`src/rtl/mul_pkg.sv`:
```
// Shared definitions for the two-requester sign-magnitude multiplier arbiter.
package mul_pkg;
    localparam int OP_W  = 3;
    localparam int RES_W = 5;

    typedef enum logic [1:0] {
        IDLE = 2'd0,
        EXEC = 2'd1,
        DONE = 2'd2
    } state_t;
endpackage

```
`src/rtl/sm_mul3.sv`:
```
// Combinational 3-bit sign-magnitude multiplier producing a 5-bit sign-magnitude product.
module sm_mul3
    import mul_pkg::*;
(
    input  logic [OP_W-1:0]  a,
    input  logic [OP_W-1:0]  b,
    output logic [RES_W-1:0] r,
    output logic             sf,
    output logic             zf,
    output logic             dzf
);
    logic [3:0] mag;

    assign mag = {2'b00, a[1:0]} * {2'b00, b[1:0]};
    assign zf  = (mag == 4'd0);
    // A zero magnitude always yields +0, so negative-zero operands never leak a sign.
    assign sf  = (a[2] ^ b[2]) & ~zf;
    assign r   = {sf, mag};
    assign dzf = 1'b0;
endmodule

```
`src/rtl/mul_arbiter.sv`:
```
// Round-robin arbiter sharing one sign-magnitude multiplier between two requesters.
module mul_arbiter
    import mul_pkg::*;
#(
    parameter bit RR_INIT = 1'b0
) (
    input  logic             clk,
    input  logic             rst,
    input  logic             req0_valid,
    output logic             req0_ready,
    input  logic [OP_W-1:0]  req0_a,
    input  logic [OP_W-1:0]  req0_b,
    input  logic             req1_valid,
    output logic             req1_ready,
    input  logic [OP_W-1:0]  req1_a,
    input  logic [OP_W-1:0]  req1_b,
    output logic             rsp_valid,
    input  logic             rsp_ready,
    output logic             rsp_id,
    output logic [RES_W-1:0] rsp_r,
    output logic             rsp_sf,
    output logic             rsp_zf,
    output logic             rsp_dzf,
    output state_t           dbg_state
);
    // Handshake: a transfer occurs on a rising edge where valid and ready are both 1.
    // Request ready is high only in IDLE for the granted requester; rsp_valid stays
    // high in DONE with rsp_* held stable until rsp_ready.
    state_t          state;
    logic            prio;
    logic            op_id;
    logic [OP_W-1:0] op_a;
    logic [OP_W-1:0] op_b;
    logic            grant0;
    logic            grant1;
    logic [RES_W-1:0] mul_r;
    logic            mul_sf;
    logic            mul_zf;
    logic            mul_dzf;

    assign grant0     = req0_valid & (~req1_valid | (prio == 1'b0));
    assign grant1     = req1_valid & (~req0_valid | (prio == 1'b1));
    assign req0_ready = (state == IDLE) & ~rst & grant0;
    assign req1_ready = (state == IDLE) & ~rst & grant1;
    assign dbg_state  = state;

    sm_mul3 u_mul (
        .a   (op_a),
        .b   (op_b),
        .r   (mul_r),
        .sf  (mul_sf),
        .zf  (mul_zf),
        .dzf (mul_dzf)
    );

    always_ff @(posedge clk) begin
        if (rst) begin
            state     <= IDLE;
            prio      <= RR_INIT;
            op_id     <= 1'b0;
            op_a      <= '0;
            op_b      <= '0;
            rsp_valid <= 1'b0;
            rsp_id    <= 1'b0;
            rsp_r     <= '0;
            rsp_sf    <= 1'b0;
            rsp_zf    <= 1'b0;
            rsp_dzf   <= 1'b0;
        end else begin
            case (state)
                IDLE: begin
                    if (grant0) begin
                        op_a  <= req0_a;
                        op_b  <= req0_b;
                        op_id <= 1'b0;
                        prio  <= 1'b1;
                        state <= EXEC;
                    end else if (grant1) begin
                        op_a  <= req1_a;
                        op_b  <= req1_b;
                        op_id <= 1'b1;
                        prio  <= 1'b0;
                        state <= EXEC;
                    end
                end
                EXEC: begin
                    rsp_r     <= mul_r;
                    rsp_sf    <= mul_sf;
                    rsp_zf    <= mul_zf;
                    rsp_dzf   <= mul_dzf;
                    rsp_id    <= op_id;
                    rsp_valid <= 1'b1;
                    state     <= DONE;
                end
                DONE: begin
                    if (rsp_ready) begin
                        rsp_valid <= 1'b0;
                        state     <= IDLE;
                    end
                end
                default: state <= IDLE;
            endcase
        end
    end
endmodule

```
`config.mk`:
```
export PLATFORM = sky130hd
export DESIGN_NAME = mul_arbiter
export DESIGN_NICKNAME = d
export VERILOG_FILES = /design/src/rtl/mul_pkg.sv /design/src/rtl/sm_mul3.sv /design/src/rtl/mul_arbiter.sv
export SDC_FILE = /design/constraint.sdc
export NUM_CORES = 1
export LEC_CHECK = 0
export BUFFER_PORTS_ARGS = -buffer_cell sky130_fd_sc_hd__buf_4
export CAP_MARGIN = 0
export CORE_MARGIN = 2
export CORE_UTILIZATION = 48
export CTS_CLUSTER_DIAMETER = 40
export DETAILED_ROUTE_END_ITERATION = 7
export GPL_ROUTABILITY_DRIVEN = 1
export PLACE_DENSITY = 0.83
export SYNTH_ARGS = -nofsm -noshare
export SYNTH_HDL_FRONTEND = slang
export SYNTH_HIERARCHICAL = 1
export SYNTH_SLANG_ARGS = --single-unit
export TNS_END_PERCENT = 20
```
`constraint.sdc`:
```
create_clock -name clk -period 2.3 [get_ports clk]
set_clock_uncertainty 0.2 [all_clocks]
set_input_delay 0.575 -clock clk [delete_from_list [all_inputs] [get_ports clk]]
set_output_delay 0.575 -clock clk [all_outputs]
set_load 0.005 [all_outputs]
```
; ---- Word level (Yosys, flattened, before mapping)
; Index checks and enable logic that the tools add are counted.
[totals]
reg_bits = 19
out_inout_bits = 14
wordCells = 50
[op_classes]
mul = 1
eq_ne = 4
n_mux = 14
bitwise_logic = 14
n_reduce_logical = 7
[op_table]
columns = op, count
row1 = $mux W3, 4
row2 = $and A1 B1 Y1, 6
row3 = $mux W2, 3
row4 = $pmux W2 S3, 1
row5 = $reduce_and A2 Y1, 3
row6 = $mux W1, 5
row7 = $not A1 Y1, 5
row8 = $logic_not A4 Y1, 1
row9 = $mul A2 B2 Y4, 1
row10 = $reduce_bool A2 Y1, 2
row11 = $ne A3 B3 Y1 const B, 1
row12 = $eq A2 B1 Y1 const B, 1
row13 = $eq A2 B2 Y1 const B, 1
row14 = $logic_not A2 Y1, 1
row15 = $ne A2 B2 Y1 const B, 1
row16 = $or A1 B1 Y1, 2
row17 = $pmux W1 S2, 1
row18 = $xor A1 B1 Y1, 1

; ---- Longest topological paths before layout
[depth]
word_depth = 6
depth_mapped = 7
ltp_nobuf = 6

; ---- By module
; Netlist, hierarchy kept.
[modules_own_cells]
columns = module, instances, cells_per_inst, area_each_um2
row1 = mul_arbiter, 1, 97, 837.1
row2 = sm_mul3, 1, 12, 98.8

; ---- Least setup slack after synthesis
; Ideal clock, no wire load.
[synth_timing]
kind = input-to-output
startpoint = input rst
endpoint = output req0_ready
arrival_ps = 1050
slack_ps = 475
cell_stages = 2
path_buffers = 0
cell_sequence = or3_1 > nor2b_1
[synth_via]
elab_chain_cells = 3
[synth_lines]
columns = item, line
row1 = "start, declared", mul_arbiter.sv:8  ; input logic rst,
row2 = $not A1 Y1, mul_arbiter.sv:43  ; assign req0_ready = (state == IDLE) & ~rst & grant0;
row3 = $and A1 B1 Y1 (2 in a row), mul_arbiter.sv:43
row4 = "end, declared", mul_arbiter.sv:10  ; output logic req0_ready,
; Every way passes these cells.

; ---- Worst setup path in the final report
[layout_timing]
startpoint = register state[1] (netlist: dbg_state[1])
endpoint = output req1_ready
[layout_via]
elab_chain_cells = 3
[layout_lines]
columns = item, line
row1 = "start, declared", mul_arbiter.sv:29  ; state_t state;
row2 = "start signal, assigned", mul_arbiter.sv:58  ; state <= IDLE;
row3 = "start signal, assigned", mul_arbiter.sv:77  ; state <= EXEC;
row4 = "start signal, assigned", mul_arbiter.sv:83  ; state <= EXEC;
row5 = $logic_not A2 Y1, mul_arbiter.sv:44  ; assign req1_ready = (state == IDLE) & ~rst & grant1;
row6 = $and A1 B1 Y1 (2 in a row), mul_arbiter.sv:44
row7 = "end, declared", mul_arbiter.sv:14  ; output logic req1_ready,
; Every way passes these cells.

==> out/metrics.cfg <==
[timing]
setup_tns_ns = 0
period_share = 0.955
rsz0062_at_grt = no
hold_ws_ns = 0.261
slew_viol_final = 0
worst_pin_slew_ns = 0.635
slew_headroom = 0.575
final-hold-violation-count = 0
period_needed_ns = 2.20
finalSetupViolations = 0
clock.fmax_mhz = 455

[placement]
dp_hpwl_mm = 1.46
gp_congestion = 0.771
port_buffers = 30

[run]
drv_cap = 0

[pwr]
internal_power_mw = 0.631
combPwrFrac = 0.180
p_switching_mw = 0.209
power_frac_seq = 0.481
power.leakage_nw = 0.529
pwr_density_cell_nw_per_um2 = 691
power.share.clock = 0.338
ir_worst_vdd_v = 0.000431
switching_share = 0.249

[logic_synthesis]
ys.flop_type = dfxtp_1
synth.avg_cell_area_um2 = 8.59
ys_ff_latch = 20
syn_area_um2 = 936
yosysWarningCount = 6
synth_edf_count = 0
yosys.area.top_type = dfxtp_1
synth.area.top_cells = dfxtp_1 43%, a21oi_1 9.6%, nand2_1 7.2%
synthArstFlopShare = 0
synthesis.instances = 109
synth_cell_types = 27
yosysSeqAreaShare = 0.428
synth_top_area_frac = 0.428
synthesis.nets = 128

[clock_tree]
cts_tree = done
clkSinkCount = 20
clk_latency_ns = 0.31
root_buffer = clkbuf_4
cts_setup_buffers = 0
cts.path.max_buffers = 2
htreeDepth = 1
clkSlewWorstSetupHoldPaths_ns = 0.11
numCtsBuffers = 3

[worst_setup_path]
crit_slowest_cell = or3_1
crit_arrival_ns = 1.42
worstSetupEndpointType = output port
cpPeakStageDelay_ns = 0.44
start_kind = register
critical_path_class = reg2out
crit_fanout = 9
cp.required_ns = 1.52
path_cells = or3_1 > nor2_1 > buf_4

[detailed_routing]
routed_wl_mm = 1.87
detail-route-antenna-nets = 0
route.detailed.drc = 0
initialDrtViolationCount = 15
vias = 819
routedWlPerCell_um = 11.6
vias_per_cell = 5.09
drt_pre_antenna_iters = 4

[floorplanning]
die_x_um = 48.2
dieArea_um2 = 2320
initial_core_util = 0.525
rows = 15
coreArea_um2 = 1780
ioPinCount = 31
die_h_um = 48.2

[global_route]
antenna_found_initial = 0
gr-usage-all-layers = 0.190
grt_pass1_vias = 747
grt_pass1_wl_mm = 3.04
grt_max_degree = 20
grt_remaining_overflow = 0

[hold_path]
hold_path.class = reg2reg

[cells_and_area]
nNetsFinal = 156
diodes = 0
syn2layout_area_growth_pct = 29.9
drive_above_1_share = 0.324

[run_status]
status = complete, no violations

-- flip-flops by register name, indices dropped and copies added (netlist names), 2 cells and up --
signal     cells
op_b           3
dbg_state      2
op_a           3
rsp_r          5
-- layout make-up --
| cell class | instances | area, um^2 |
|---|---|---|
| Clock buffer | 3 | 22.5 |
| Clock inverter | 1 | 30.0 |
| Fill cell | 155 | 567 |
| Inverter | 2 | 7.51 |
| Multi-Input combinational cell | 78 | 482 |
| Sequential cell | 20 | 403 |
| Tap cell | 25 | 31.3 |
| Timing Repair Buffer | 32 | 240 |
-- worst paths after layout --
check | slack (ns) | start | end | cells past startpoint
setup / recovery | 0.10 | dbg_state[1] | req1_ready | 3
hold / removal | 0.26 | rsp_r[0] | rsp_r[0] | 2
setup reg to reg | 0.71 | op_a[1] | rsp_sf | 6
hold reg to reg | 0.26 | rsp_r[0] | rsp_r[0] | 2
-- cells in the mapped netlist (2+ instances only) --
cell and count:
a211oi_1 7, a21oi_1 18, and2_1 2, and2_2 2, buf_2 4, buf_4 2
clkbuf_1 3, dfxtp_1 20, ha_1 2, inv_1 2, mux2i_1 6, nand2_1 18
nor2_1 7, nor2b_1 2, o21ai_0 2
-- cell usage in the layout (no fill, tap or decap) --
master	instances
nor2_4	1
ha_1	2
o21ai_0	2
o211ai_1	1
nor3_2	1
clkbuf_4	3
mux2i_1	6
and2_2	2
a221oi_2	1
dfxtp_2	2
nor2b_1	2
nand2_1	18
and2_1	2
inv_1	2
or2_1	1
dfxtp_1	18
conb_1	1
a211oi_1	7
o31ai_1	1
a311oi_1	1
xnor2_1	1
nor2_1	7
or3_1	1
a21oi_1	18
a21boi_4	1
buf_4	32
nand2b_1	1
bufinv_16	1
-- through the flow --
step	cells	util	total power [mW]	cell area (um^2)	setup slack, ns
finish	161	0.682	0.840	1220	0.104
global route	161	0.682	0.881	1220	0.0232
CTS	161	0.681	0.846	1210	0.0560
detailed placement	157	0.651	0.563	1160	0.220
global placement	157	0.651	0.555	1160	0.277
floorplan	109	-	0.506	936	0.475
-- repair_timing --
| item | CTS | global route |
|---|---|---|
| endpoints found under the setup margin | 0 | 2 |
| gates resized for setup | 0 | 2 |
| hold buffers | 0 | 0 |
-- kinds of logic after synthesis --
kind of cell,Yosys count,share of synthesized area
flip-flops,20,0.428
AND/OR/NAND/NOR,36,0.186
buffers and inverters,11,0.0575
multiplexers,6,0.0642
other,1,0.00401
XOR/XNOR,1,0.00936
AO/OA/AOI/OAI,32,0.225
adder cells (fa/ha/maj),2,0.0267
-- routing by layer --
metal,routed length (um),track usage
met1,791,0.200
met5,0,0
met4,18,0.0703
met2,959,0.345
met3,101,0.0667
-- worst max-delay path: cells and delay by family (launching register included) --
family	cells	cell delay (ns)
simple gates	2	0.59
flops	1	0.40
buf+inv	1	0.13
-- power by group through the flow --
stage | combinational [mW] | clock, mW | sequential (mW)
after floorplan | 0.106 | 0 | 0.400
after global placement | 0.146 | 0 | 0.409
after detailed placement | 0.152 | 0 | 0.412
after CTS | 0.152 | 0.290 | 0.404
after global routing | 0.170 | 0.302 | 0.409
final | 0.152 | 0.284 | 0.405
Note: power is estimated with default switching activity, not from simulation.
